### config.mk
export PLATFORM = sky130hd
export DESIGN_NAME = inst_prebuf
export DESIGN_NICKNAME = d
export VERILOG_FILES = /design/src/rtl/inst_prebuf_pkg.sv /design/src/rtl/mips_branch_predec.sv /design/src/rtl/inst_prebuf.sv
export SDC_FILE = /design/constraint.sdc
export NUM_CORES = 1
export LEC_CHECK = 0
export CAP_MARGIN = 20
export CELL_PAD_IN_SITES_DETAIL_PLACEMENT = 1
export CELL_PAD_IN_SITES_GLOBAL_PLACEMENT = 2
export CORE_ASPECT_RATIO = 1.5
export CORE_MARGIN = 2
export CORE_UTILIZATION = 45
export DETAILED_ROUTE_END_ITERATION = 12
export PLACE_DENSITY_LB_ADDON = 0.12
export SETUP_SLACK_MARGIN = 0.1
export SYNTH_ARGS = -nofsm -noshare
export SYNTH_HDL_FRONTEND = slang
export SYNTH_HIERARCHICAL = 1
export SYNTH_SLANG_ARGS = --single-unit
### constraint.sdc
create_clock -name clk -period 4 [get_ports clk]
set_input_delay 0.4 -clock clk [delete_from_list [all_inputs] [get_ports clk]]
set_output_delay 0.4 -clock clk [all_outputs]
set_load 0.1 [all_outputs]
### src/rtl/inst_prebuf_pkg.sv
// Shared constants and types for the fetch-to-decode instruction buffer:
// MIPS opcode/rt/func codes used by the branch pre-decoder and the
// per-entry pre-decode flag record.
package inst_prebuf_pkg;

    localparam int INST_W = 32;

    // primary opcodes
    localparam logic [5:0] OP_SPECIAL = 6'h00;
    localparam logic [5:0] OP_REGIMM  = 6'h01;
    localparam logic [5:0] OP_J       = 6'h02;
    localparam logic [5:0] OP_JAL     = 6'h03;
    localparam logic [5:0] OP_BEQ     = 6'h04;
    localparam logic [5:0] OP_BNE     = 6'h05;
    localparam logic [5:0] OP_BLEZ    = 6'h06;
    localparam logic [5:0] OP_BGTZ    = 6'h07;

    // REGIMM rt sub-codes
    localparam logic [4:0] RT_BLTZ    = 5'h00;
    localparam logic [4:0] RT_BGEZ    = 5'h01;
    localparam logic [4:0] RT_BLTZAL  = 5'h10;
    localparam logic [4:0] RT_BGEZAL  = 5'h11;

    // SPECIAL func codes
    localparam logic [5:0] FN_JR      = 6'h08;
    localparam logic [5:0] FN_JALR    = 6'h09;

    // j/jal keep the region bits of pc+4 above this field
    localparam logic [27:0] J_LOW_MASK = 28'hFFF_FFFF;

    // pre-decode flags stored alongside every buffered instruction
    typedef struct packed {
        logic is_branch;
        logic is_link;
        logic is_direct;
        logic in_slot;
    } predec_t;

endpackage

### src/rtl/mips_branch_predec.sv
// Combinational MIPS branch pre-decoder: classifies one instruction word as
// branch / link / direct and computes its static target (0 when indirect).
module mips_branch_predec
    import inst_prebuf_pkg::*;
#(
    parameter int PC_W = 32
) (
    input  logic [INST_W-1:0] inst,
    input  logic [PC_W-1:0]   pc,
    output logic              is_branch,
    output logic              is_link,
    output logic              is_direct,
    output logic [PC_W-1:0]   target
);

    logic [5:0]        op;
    logic [5:0]        fn;
    logic [4:0]        rt;
    logic [4:0]        rd;
    logic [4:0]        sa;
    logic              is_jump;
    logic signed [17:0] br_off;
    logic [PC_W-1:0]   pc4;
    logic [PC_W-1:0]   br_tgt;
    logic [PC_W-1:0]   j_tgt;

    assign op = inst[31:26];
    assign rt = inst[20:16];
    assign rd = inst[15:11];
    assign sa = inst[10:6];
    assign fn = inst[5:0];

    assign pc4    = pc + PC_W'(4);
    assign br_off = {inst[15:0], 2'b00};
    // sign-extending cast; overflow past PC_W wraps silently
    assign br_tgt = pc4 + PC_W'(br_off);
    assign j_tgt  = (pc4 & ~PC_W'(J_LOW_MASK)) | PC_W'({inst[25:0], 2'b00});

    // classify the word; anything not matched exactly is a plain instruction
    always_comb begin
        is_branch = 1'b0;
        is_link   = 1'b0;
        is_direct = 1'b0;
        is_jump   = 1'b0;
        case (op)
            OP_BEQ, OP_BNE: begin
                is_branch = 1'b1;
                is_direct = 1'b1;
            end
            OP_REGIMM: begin
                if (rt == RT_BLTZ || rt == RT_BGEZ) begin
                    is_branch = 1'b1;
                    is_direct = 1'b1;
                end else if (rt == RT_BLTZAL || rt == RT_BGEZAL) begin
                    is_branch = 1'b1;
                    is_direct = 1'b1;
                    is_link   = 1'b1;
                end
            end
            OP_BLEZ, OP_BGTZ: begin
                if (rt == 5'd0) begin
                    is_branch = 1'b1;
                    is_direct = 1'b1;
                end
            end
            OP_J, OP_JAL: begin
                is_branch = 1'b1;
                is_direct = 1'b1;
                is_jump   = 1'b1;
                is_link   = (op == OP_JAL);
            end
            OP_SPECIAL: begin
                if (fn == FN_JR && rt == 5'd0 && rd == 5'd0 && sa == 5'd0) begin
                    is_branch = 1'b1;
                end else if (fn == FN_JALR && rt == 5'd0 && sa == 5'd0) begin
                    is_branch = 1'b1;
                    is_link   = 1'b1;
                end
            end
            default: ;
        endcase
    end

    // static target select; register-indirect branches report 0
    always_comb begin
        target = '0;
        if (is_direct) target = is_jump ? j_tgt : br_tgt;
    end

endmodule

### src/rtl/inst_prebuf.sv
// Fetch-to-decode instruction buffer with per-entry branch pre-decode and
// delay-slot tagging. Circular buffer of DEPTH entries; ds_* come from the
// head entry register.
// Optional feature: define PREDEC_BYPASS_EN to let an empty buffer forward
// the offered fetch word (and its pre-decode) to ID in the same cycle.
module inst_prebuf
    import inst_prebuf_pkg::*;
#(
    parameter int DEPTH = 4,
    parameter int PC_W  = 32
) (
    input  logic                    clk,
    input  logic                    resetn,
    input  logic                    flush,
    input  logic                    fs_valid,
    input  logic [PC_W-1:0]         fs_pc,
    input  logic [INST_W-1:0]       fs_inst,
    output logic                    fs_ready,
    input  logic                    ds_allowin,
    output logic                    ds_valid,
    output logic [PC_W-1:0]         ds_pc,
    output logic [INST_W-1:0]       ds_inst,
    output logic                    ds_is_branch,
    output logic                    ds_is_link,
    output logic                    ds_is_direct,
    output logic [PC_W-1:0]         ds_target,
    output logic                    ds_in_slot,
    output logic [$clog2(DEPTH):0]  count
);

    localparam int AW = $clog2(DEPTH);
    localparam int CW = AW + 1;
    localparam logic [CW-1:0] FULL = CW'(DEPTH);

    logic [PC_W-1:0]   pc_mem   [DEPTH];
    logic [INST_W-1:0] inst_mem [DEPTH];
    logic [PC_W-1:0]   tgt_mem  [DEPTH];
    predec_t           flag_mem [DEPTH];

    logic [AW-1:0]     wr_ptr;
    logic [AW-1:0]     rd_ptr;
    logic              slot_pend;

    logic              pd_branch;
    logic              pd_link;
    logic              pd_direct;
    logic [PC_W-1:0]   pd_target;
    predec_t           pd_flags;

    logic              push;
    logic              pop;
    logic              push_wr;
    logic              pop_buf;

    mips_branch_predec #(.PC_W(PC_W)) u_predec (
        .inst      (fs_inst),
        .pc        (fs_pc),
        .is_branch (pd_branch),
        .is_link   (pd_link),
        .is_direct (pd_direct),
        .target    (pd_target)
    );

    assign pd_flags = '{is_branch: pd_branch, is_link: pd_link,
                        is_direct: pd_direct, in_slot: slot_pend};

    // flush keeps IF unblocked so the redirect fetch is never back-pressured
    assign fs_ready = (count != FULL) | flush;
    assign push     = fs_valid & fs_ready & ~flush;
    assign pop      = ds_valid & ds_allowin & ~flush;

`ifdef PREDEC_BYPASS_EN
    logic byp;
    // an empty buffer hands the fetch word straight to ID
    assign byp     = (count == '0) & ~flush & fs_valid;
    assign push_wr = push & ~(byp & ds_allowin);
    assign pop_buf = pop & ~byp;
`else
    assign push_wr = push;
    assign pop_buf = pop;
`endif

    // entry storage: written at the tail on an accepted, non-consumed push
    always_ff @(posedge clk or negedge resetn) begin
        if (!resetn) begin
            for (int i = 0; i < DEPTH; i++) begin
                pc_mem[i]   <= '0;
                inst_mem[i] <= '0;
                tgt_mem[i]  <= '0;
                flag_mem[i] <= '0;
            end
        end else if (push_wr) begin
            pc_mem[wr_ptr]   <= fs_pc;
            inst_mem[wr_ptr] <= fs_inst;
            tgt_mem[wr_ptr]  <= pd_target;
            flag_mem[wr_ptr] <= pd_flags;
        end
    end

    // pointers, occupancy and delay-slot tracker
    always_ff @(posedge clk or negedge resetn) begin
        if (!resetn) begin
            wr_ptr    <= '0;
            rd_ptr    <= '0;
            count     <= '0;
            slot_pend <= 1'b0;
        end else if (flush) begin
            wr_ptr    <= '0;
            rd_ptr    <= '0;
            count     <= '0;
            slot_pend <= 1'b0;
        end else begin
            if (push_wr) wr_ptr <= wr_ptr + AW'(1);
            if (pop_buf) rd_ptr <= rd_ptr + AW'(1);
            count <= count + CW'(push_wr) - CW'(pop_buf);
            // a bypassed word still occupies the delay-slot sequence
            if (push) slot_pend <= pd_branch;
        end
    end

    // head view presented to ID
    always_comb begin
        ds_valid     = (count != '0);
        ds_pc        = pc_mem[rd_ptr];
        ds_inst      = inst_mem[rd_ptr];
        ds_target    = tgt_mem[rd_ptr];
        ds_is_branch = flag_mem[rd_ptr].is_branch;
        ds_is_link   = flag_mem[rd_ptr].is_link;
        ds_is_direct = flag_mem[rd_ptr].is_direct;
        ds_in_slot   = flag_mem[rd_ptr].in_slot;
`ifdef PREDEC_BYPASS_EN
        if (byp) begin
            ds_valid     = 1'b1;
            ds_pc        = fs_pc;
            ds_inst      = fs_inst;
            ds_target    = pd_target;
            ds_is_branch = pd_branch;
            ds_is_link   = pd_link;
            ds_is_direct = pd_direct;
            ds_in_slot   = slot_pend;
        end
`endif
    end

endmodule

# [After elaboration in Yosys (flattened, before gate mapping)]
# Cells that the tools add are included.
# Widths: inputs -> output; s select.
[classes] n_addsub=6 magnitude_cmp=3 n_eq_ne=13 mux=40 n_bitwise=9 n_reduce_logical=18
[ops] op="$bwmux 128" count=3
[ops] op="$mux 32" count=9
[ops] op="$bmux 32 s2" count=3
[ops] op="$demux 32 s2" count=1
[ops] op="$add 32x3->32 const B" count=1
[ops] op="$add 32x32->32" count=1
[ops] op="$or 32x28->32" count=1
[ops] op="$eq 6x3->1 const B" count=4
[ops] op="$bwmux 16" count=1
[ops] op="$logic_not 5->1" count=3
[ops] op="$eq 6x2->1 const B" count=2
[ops] op="$eq 6x4->1 const B" count=2
[ops] op="$mux 4" count=3
[ops] op="$eq 5x5->1 const B" count=2
[ops] op="$mux 1" count=10
[ops] op="$bmux 4 s2" count=1
[ops] op="$demux 4 s2" count=1
[ops] op="$mux 2" count=4
[ops] op="$eq 6x1->1 const B" count=1
[ops] op="$ge 3x3->1 const B" count=2
[ops] op="$logic_and 1x1->1" count=6
[ops] op="$logic_not 6->1" count=1
[ops] op="$not 2->3" count=2
[ops] op="$pmux 1 s3" count=2
[ops] op="16 further kinds" count=23
[totals] ff_bits=408 in_bits=69 out_inout_bits=105 wordCells=121

# [Longest topological paths before layout]
# Gate-level depths: netlist (run 1).
[depth] word_depth=8 mapped_depth=17 depth_no_buf=15

# [By module]
# Netlist (run 1), hierarchy kept.
[by_module_without_submodules] mod="inst_prebuf" instances=1 cells_each=1017 area_each_um2=19785.2 seq_area_each_um2=10209.8
[by_module_without_submodules] mod="mips_branch_predec" instances=1 cells_each=439 area_each_um2=2861.5 seq_area_each_um2=0.0

# [Worst setup path before layout (run 1)]
# No wires, ideal clock.
[synth_path] path_kind="in2reg" start="in fs_pc[5]" end="reg tgt_mem[124] (netlist bit)" setup_time_ns=0.125 arrival_ns=3.287 required_time_ns=3.875 path_slack_ns=0.588 path_stages=15 path_buffers=1 cell_sequence="and3_1 > and3_1 > and3_1 > clkbuf_1 > nand2_1 > xnor2_1 > ha_1 > nand2_2 > or3_4 > a2111oi_4 > a211oi_2 > o41ai_2 > xnor2_1 > a22o_1 > mux2_4"
[synth_between] elab_chain_cells=5 word_cells_on_any_way=6 classes_between="add/sub (2); mux (3); bitwise (1)"
[synth_lines] element="start, declared" line_no="inst_prebuf.sv:16" source="input logic [PC_W-1:0] fs_pc,"
[synth_lines] element="$add 32x3->32 *" line_no="mips_branch_predec.sv:33" source="assign pc4 = pc + PC_W'(4);"
[synth_lines] element="$add 32x32->32 or $or 32x28->32 (tied branches)" line_no="mips_branch_predec.sv:36, mips_branch_predec.sv:37"
[synth_lines] element="$mux 32 * (2 in a row)" line_no="mips_branch_predec.sv:87" source="if (is_direct) target = is_jump ? j_tgt : br_tgt;"
[synth_lines] element="via pd_target[28]" line_no="inst_prebuf.sv:47" source="logic [PC_W-1:0] pd_target;"
[synth_lines] element="$bwmux 128 *" line_no="inst_prebuf.sv:95" source="tgt_mem[wr_ptr] <= pd_target;"
[synth_lines] element="end signal, assigned by index" line_no="inst_prebuf.sv:95"
[synth_lines] element="end, declared" line_no="inst_prebuf.sv:37" source="logic [PC_W-1:0] tgt_mem [DEPTH];"
# Mark *: on every way through the listed nets, which the timed path passes. The rest lies on a longest branch.
# A chain may end at the register's enable or synchronous reset.

# [Worst setup path after layout (run 1)]
[layout_path] start="in fs_pc[5]" end="reg tgt_mem[93] (netlist bit)"
# The elaborated chain is that of the path after synthesis.

==> results of run 1 <==
## power groups by stage
stage                     sequential (mW)  combinational, mW  clock, mW
final                                6.32               9.92       4.06
after global routing                 6.47               10.3       4.33
after detailed placement             6.34               9.97          0
after global placement               6.24               9.87          0
after floorplan                      6.06               8.23          0
after CTS                            6.32               10.0       4.19
## sequential cells by signal, indices dropped and copies added (netlist names)
signal / flops
inst_mem: 128
count: 3
wr_ptr: 2
slot_pend: 1
tgt_mem: 128
pc_mem: 128
flag_mem: 16
rd_ptr: 2
## metrics by stage
| step | setup WS [ns] | utilization [%] | cells |
|---|---|---|---|
| floorplan | 0.588 | - | 1456 |
| global placement | -0.228 | 51.1 | 2389 |
| detailed placement | -0.307 | 51.1 | 2389 |
| CTS | 0.292 | 54.0 | 2466 |
| global route | 0.102 | 54.0 | 2466 |
| finish | 0.342 | 54.0 | 2466 |
## timing repair
| action | in CTS | in global routing |
|---|---|---|
| buffers inserted | 0 | 0 |
| endpoints found under the setup margin | 0 | 4 |
| resized for setup | 0 | 2 |
| hold buffers | 1 | 0 |
| hold endpoints to repair | 99 | 0 |
## layer usage
| layer | vias up | global-route usage, % | routed length (um) |
|---|---|---|---|
| met4 | 0 | 5.92 | 1360 |
| met3 | 80 | 3.17 | 1850 |
| met5 | - | 0 | 0 |
| li1 | 6007 | - | - |
| met1 | 7213 | 30.1 | 26000 |
| met2 | 222 | 42.0 | 30700 |
## logic make-up (layout without fill, tap and decap cells)
logic type	count (synthesis)	in the layout	share of synthesized area (%)
compound gates	135	135	3.90
fa+ha+maj	46	46	2.61
buf+inv	102	449	5.12
mux	503	503	36.6
flops	408	408	45.1
simple gates	208	208	4.61
xor+xnor	54	54	2.09
## synthesized netlist by cell type, types with 4 or more instances
cell	count	area [um2]
dfrtp_1	408	10200
mux2_4	400	6010
mux4_2	100	2250
nand2_1	74	278
a21oi_1	53	265
buf_12	44	881
ha_1	44	551
nor2_1	38	143
xnor2_1	36	315
inv_1	18	67.6
xor2_1	18	158
clkbuf_1	17	63.8
nand4_1	17	106
o21ai_1	17	85.1
nand3_1	16	80.1
and3_1	14	87.6
a21o_1	10	75.1
nor3_1	10	50.1
buf_2	9	45.0
nor4_1	9	56.3
o21ai_0	9	45.0
o21bai_1	7	52.6
a211oi_1	6	45.0
buf_1	5	18.8
buf_6	5	56.3
and3_4	4	45.0
o21a_1	4	30.0
## final timing paths
check	cells after the start	to
max	16	tgt_mem[93]
min in group clk	1	tgt_mem[41]
max in group asynchronous	3	pc_mem[25]
min	2	tgt_mem[102]
min reg2reg	1	tgt_mem[41]
max reg2reg	4	pc_mem[110]
## cell type report
cell class              count  area share [%]
multi-input cells         946            42.1
flip-flops and latches    408            38.1
repair buffers            354            11.2
clock buffers              64            4.75
well taps                 663            3.09
clock inverters            12           0.532
inverters                  19           0.266
## worst reg2reg max path: stages, from the launching register on
cell and delay, ns:
dfrtp_1 0.49, or3b_1 0.34, and3_4 0.70, buf_12 0.33
mux2_4 0.33
==> results.cfg, run 1 <==
[outcome]
status = completed

[sta]
timing.fmax_mhz = 273
grt_setup_unrepaired = no
skew_ns = 0.0124
maxSlewViolCount = 0
hold_viol = 0
worst_pin_slew_ns = 0.981
period_share_pct = 91.4
whs_ns = 0.482
finalSetupViolCount = 0
setup-tns-final_ns = 0
period_needed_ns = 3.66
relSlewSlack_pct = 34.4

[critical_path]
cp.arrival_ns = 4.12
r2r_setup_slack_ns = 1.68
max_stage_delay_ns = 0.48
cp-start-kind = input port
crit_start = fs_pc[5]
cpLargestDelayFamily = simple AND/OR/NAND/NOR gates
slowest_stage = clkdlybuf4s50_1
timing_worst_setup_path_type = input port to flip-flop
end_kind = flip-flop
crit_chain = clkdlybuf4s50_1 > and3_1 > and2_1 > and3_1 > nand2_1 > nor2_1 > xor2_1 > ha_1 > nand2_1 > nor4_1 > nor3b_1 > buf_4 > a22oi_1 > xnor2_1 > a22o_1 > mux2_4
path_buf_inv = 2
r2r-start = count[1]
crit_required_ns = 4.46
critPathMaxFanout = 5

[cts]
clock_sinks = 408
clock_latency_ns = 0.57
root_buffer = clkbuf_16
cts-buffers-inserted = 43
htreeDepth = 2
tritoncts = built
clk_pin_slew_ns = 0.07
clockBufferDepth = 3

[routing]
drc = 0
totalWireLength_um = 59900
viasPerCell = 5.48
drtAntennaViolNets = 0
drt_iter0_markers = 530
vias = 13500
wire_per_inst_um = 24.3
first_pass_iters = 4

[cells_and_area]
register_area_mm2 = 0.0102
fill_cells = 4830
multi_input_area_mm2 = 0.0113
syn_to_final_growth_pct = 18.5
final_layout_size_suffix_gt1_share_pct = 48.5
final_common_cell = dfrtp_1
final_area_mm2 = 0.0268
layout_common_cells = dfrtp_1, mux2_4, buf_4
fin_nets = 1887
n_antenna_cell = 0

[pwr]
pwr-share-comb_pct = 48.8
p_per_area_mw_per_mm2 = 757
p_sw_share_pct = 42.7
switching_power_mw = 8.67
leakagePower_nw = 12.2
clkPwrFrac_pct = 20.0
peakVddDrop_mv = 0.784
p_total_mw = 20.3
seq_power_share_pct = 31.1
p_int_mw = 11.6

[placement]
dp_hpwl_um = 41200
routabilityCongestion = 0.861
io_buffers = 173
place_area_mm2 = 0.0254

[logic_synthesis]
ys_ff_latch = 408
syn_nets = 1571
yosysUniqueCellTypes = 69
synth_warnings = 6
ys_seq_area_share_pct = 45.1
async_flop_share_pct = 100
syn_avg_cell_area_um2 = 15.6
synthFlopType = dfrtp_1
synth_area_mm2 = 0.0226
syn_inst = 1456
synth_edf_count = 0

[worst_hold_path]
hp-class = input port to async pin

[global_route]
grtUsageTotal_pct = 23.5
first_global_vias = 15600
grt_pass1_wl_um = 95300
antenna_found_initial = 0
grt_max_degree = 106
overflow = 0

[floorplan]
initial_utilization_pct = 45.6
num_rows = 100
core_mm2 = 0.0497
io_pins = 174
die-area_mm2 = 0.0522
die_w_um = 187
die_h_um = 279

[run]
drv_cap = 0
(Power assumes the default switching activity.)
==> run 2: changes to the inputs <==
- PLACE_DENSITY_LB_ADDON: 0.12 -> 0.1
==> run 2 against run 1 <==
Die area stayed put. Clock skew is 0.0070 ns higher. Register-to-register slack lost 0.02 ns. Combinational power about the same. Power grew 0.82%. Maximum frequency is 0.31% higher. Clock power increased by 4%. Critical endpoint is now tgt_mem[60]. Highest routed layer unchanged.
==> results.cfg, run 2 (synthesized netlist as in run 1, its figures left out) <==
[run]
drv_cap = 0

[global_route]
grtUsageTotal_pct = 23.6
overflow = 0
grt_pass1_wl_um = 95700
first_global_vias = 15500
antenna_found_initial = 0
grt_max_degree = 107

[sta]
fin_ws_ns = 0.354
grt_setup_unrepaired = yes
timing.fmax_mhz = 274
setup-tns-final_ns = 0
period_needed_ns = 3.65
finalSetupViolCount = 0
skew_ns = 0.0194
maxSlewViolCount = 0
hold_viol = 0
worst_pin_slew_ns = 0.980
whs_ns = 0.475
period_share_pct = 91.2
relSlewSlack_pct = 34.5

[cts]
tritoncts = built
htreeDepth = 2
cts-buffers-inserted = 42
root_buffer = clkbuf_16
clock_latency_ns = 0.56
clk_pin_slew_ns = 0.06
clock_sinks = 408
clockBufferDepth = 3

[critical_path]
cp-start-kind = input port
r2r_setup_slack_ns = 1.66
crit_required_ns = 4.44
cp.arrival_ns = 4.08
slowest_stage = clkdlybuf4s50_1
timing_worst_setup_path_type = input port to flip-flop
max_stage_delay_ns = 0.48
crit_chain = clkdlybuf4s50_1 > and3_1 > and3_1 > and3_1 > buf_4 > nand2_1 > xnor2_2 > ha_1 > nand2_2 > or3_4 > a2111oi_4 > a211oi_2 > o41ai_2 > xnor2_1 > a22o_1 > mux2_4
end_kind = flip-flop
critPathMaxFanout = 7
cp_common_cell = and3_1

[cells_and_area]
reg_top3 = inst_mem (128), pc_mem (128), tgt_mem (128)
fin_nets = 1885
final_layout_size_suffix_gt1_share_pct = 48.8
n_antenna_cell = 0
syn_to_final_growth_pct = 19.0
layout_common_cells = dfrtp_1, mux2_4, buf_4
final_common_cell = dfrtp_1
final_area_mm2 = 0.0269

[routing]
vias = 13500
drt_iter0_markers = 586
drc = 0
drtAntennaViolNets = 0
first_pass_iters = 5
totalWireLength_um = 60400
wire_per_inst_um = 24.5
viasPerCell = 5.48

[placement]
routabilityCongestion = 0.882
io_buffers = 173
place_area_mm2 = 0.0254
dp_hpwl_um = 41700
pre_cts_slack_ns = -0.423

[floorplan]
io_pins = 174
core_mm2 = 0.0497
initial_utilization_pct = 45.6
num_rows = 100
die_w_um = 187
die-area_mm2 = 0.0522
die_h_um = 279

[outcome]
status = completed

[pwr]
leakagePower_nw = 12.3
p_per_area_mw_per_mm2 = 760
peakVddDrop_mv = 0.845

[worst_hold_path]
hp-class = input port to async pin
-- run 2: changes by cell type in the layout (fill, tap and decap cells not counted), sizes merged --
cell,delta
clkbuf,-8
clkinvlp,+1
bufinv,+4
clkinv,+5
buf,-1
inv,-1
-- run 2: layout make-up --
type	count	area [um2]
Timing Repair Buffer	353	3050
Clock inverter	21	283
Sequential cell	408	10200
Inverter	19	71.3
Multi-Input combinational cell	946	11300
Tap cell	663	830
Fill cell	4861	22700
Clock buffer	56	1180
-- run 2: final timing paths --
path	startpoint	end	cells past startpoint
hold / removal	resetn	tgt_mem[9]	2
setup reg to reg	count[1]	count[2]	9
hold reg to reg	pc_mem[37]	pc_mem[37]	1
setup / recovery	fs_pc[5]	tgt_mem[60]	16
max in group asynchronous	resetn	pc_mem[23]	3
min in group clk	pc_mem[37]	pc_mem[37]	1
-- run 2: repair_timing --
item / 4_1_cts / 5_1_grt
setup buffers: 0 / 2
setup endpoints to repair: 0 / 13
resized for setup: 0 / 6
endpoints found under the hold margin: 88 / 0
hold buffers: 1 / 0
-- run 2: metrics by stage --
stage | utilization (%) | std cells | total power, mW
2_1_floorplan | - | 1456 | 14.3
3_3_place_gp | 51.2 | 2386 | 16.1
3_5_place_dp | 51.2 | 2386 | 16.3
4_1_cts | 54.2 | 2464 | 20.7
5_1_grt | 54.2 | 2466 | 21.3
6_report | 54.2 | 2466 | 20.5
-- run 2: power by group --
part | switching (mW) | internal, mW
combinational | 6.09 | 3.82
sequential | 0.872 | 5.47
clock | 1.74 | 2.48
-- run 2: worst max-delay path, delay by kind of cell --
family | cells | cell delay [ns]
AOI/OAI and AO/OA | 4 | 0.98
xor gates and xnor gates | 2 | 0.26
muxes | 1 | 0.27
buffers and inverters | 2 | 0.62
and+or+nand+nor | 6 | 1.20
adders and majority gates | 1 | 0.34
-- run 2: routing by layer --
layer	global-route usage [%]	vias to the layer above	share of wire, %
met3	2.35	62	2.6
li1	-	5997	-
met1	30.7	7252	44
met2	42.4	199	52
met4	5.17	0	1.8
met5	0	-	0
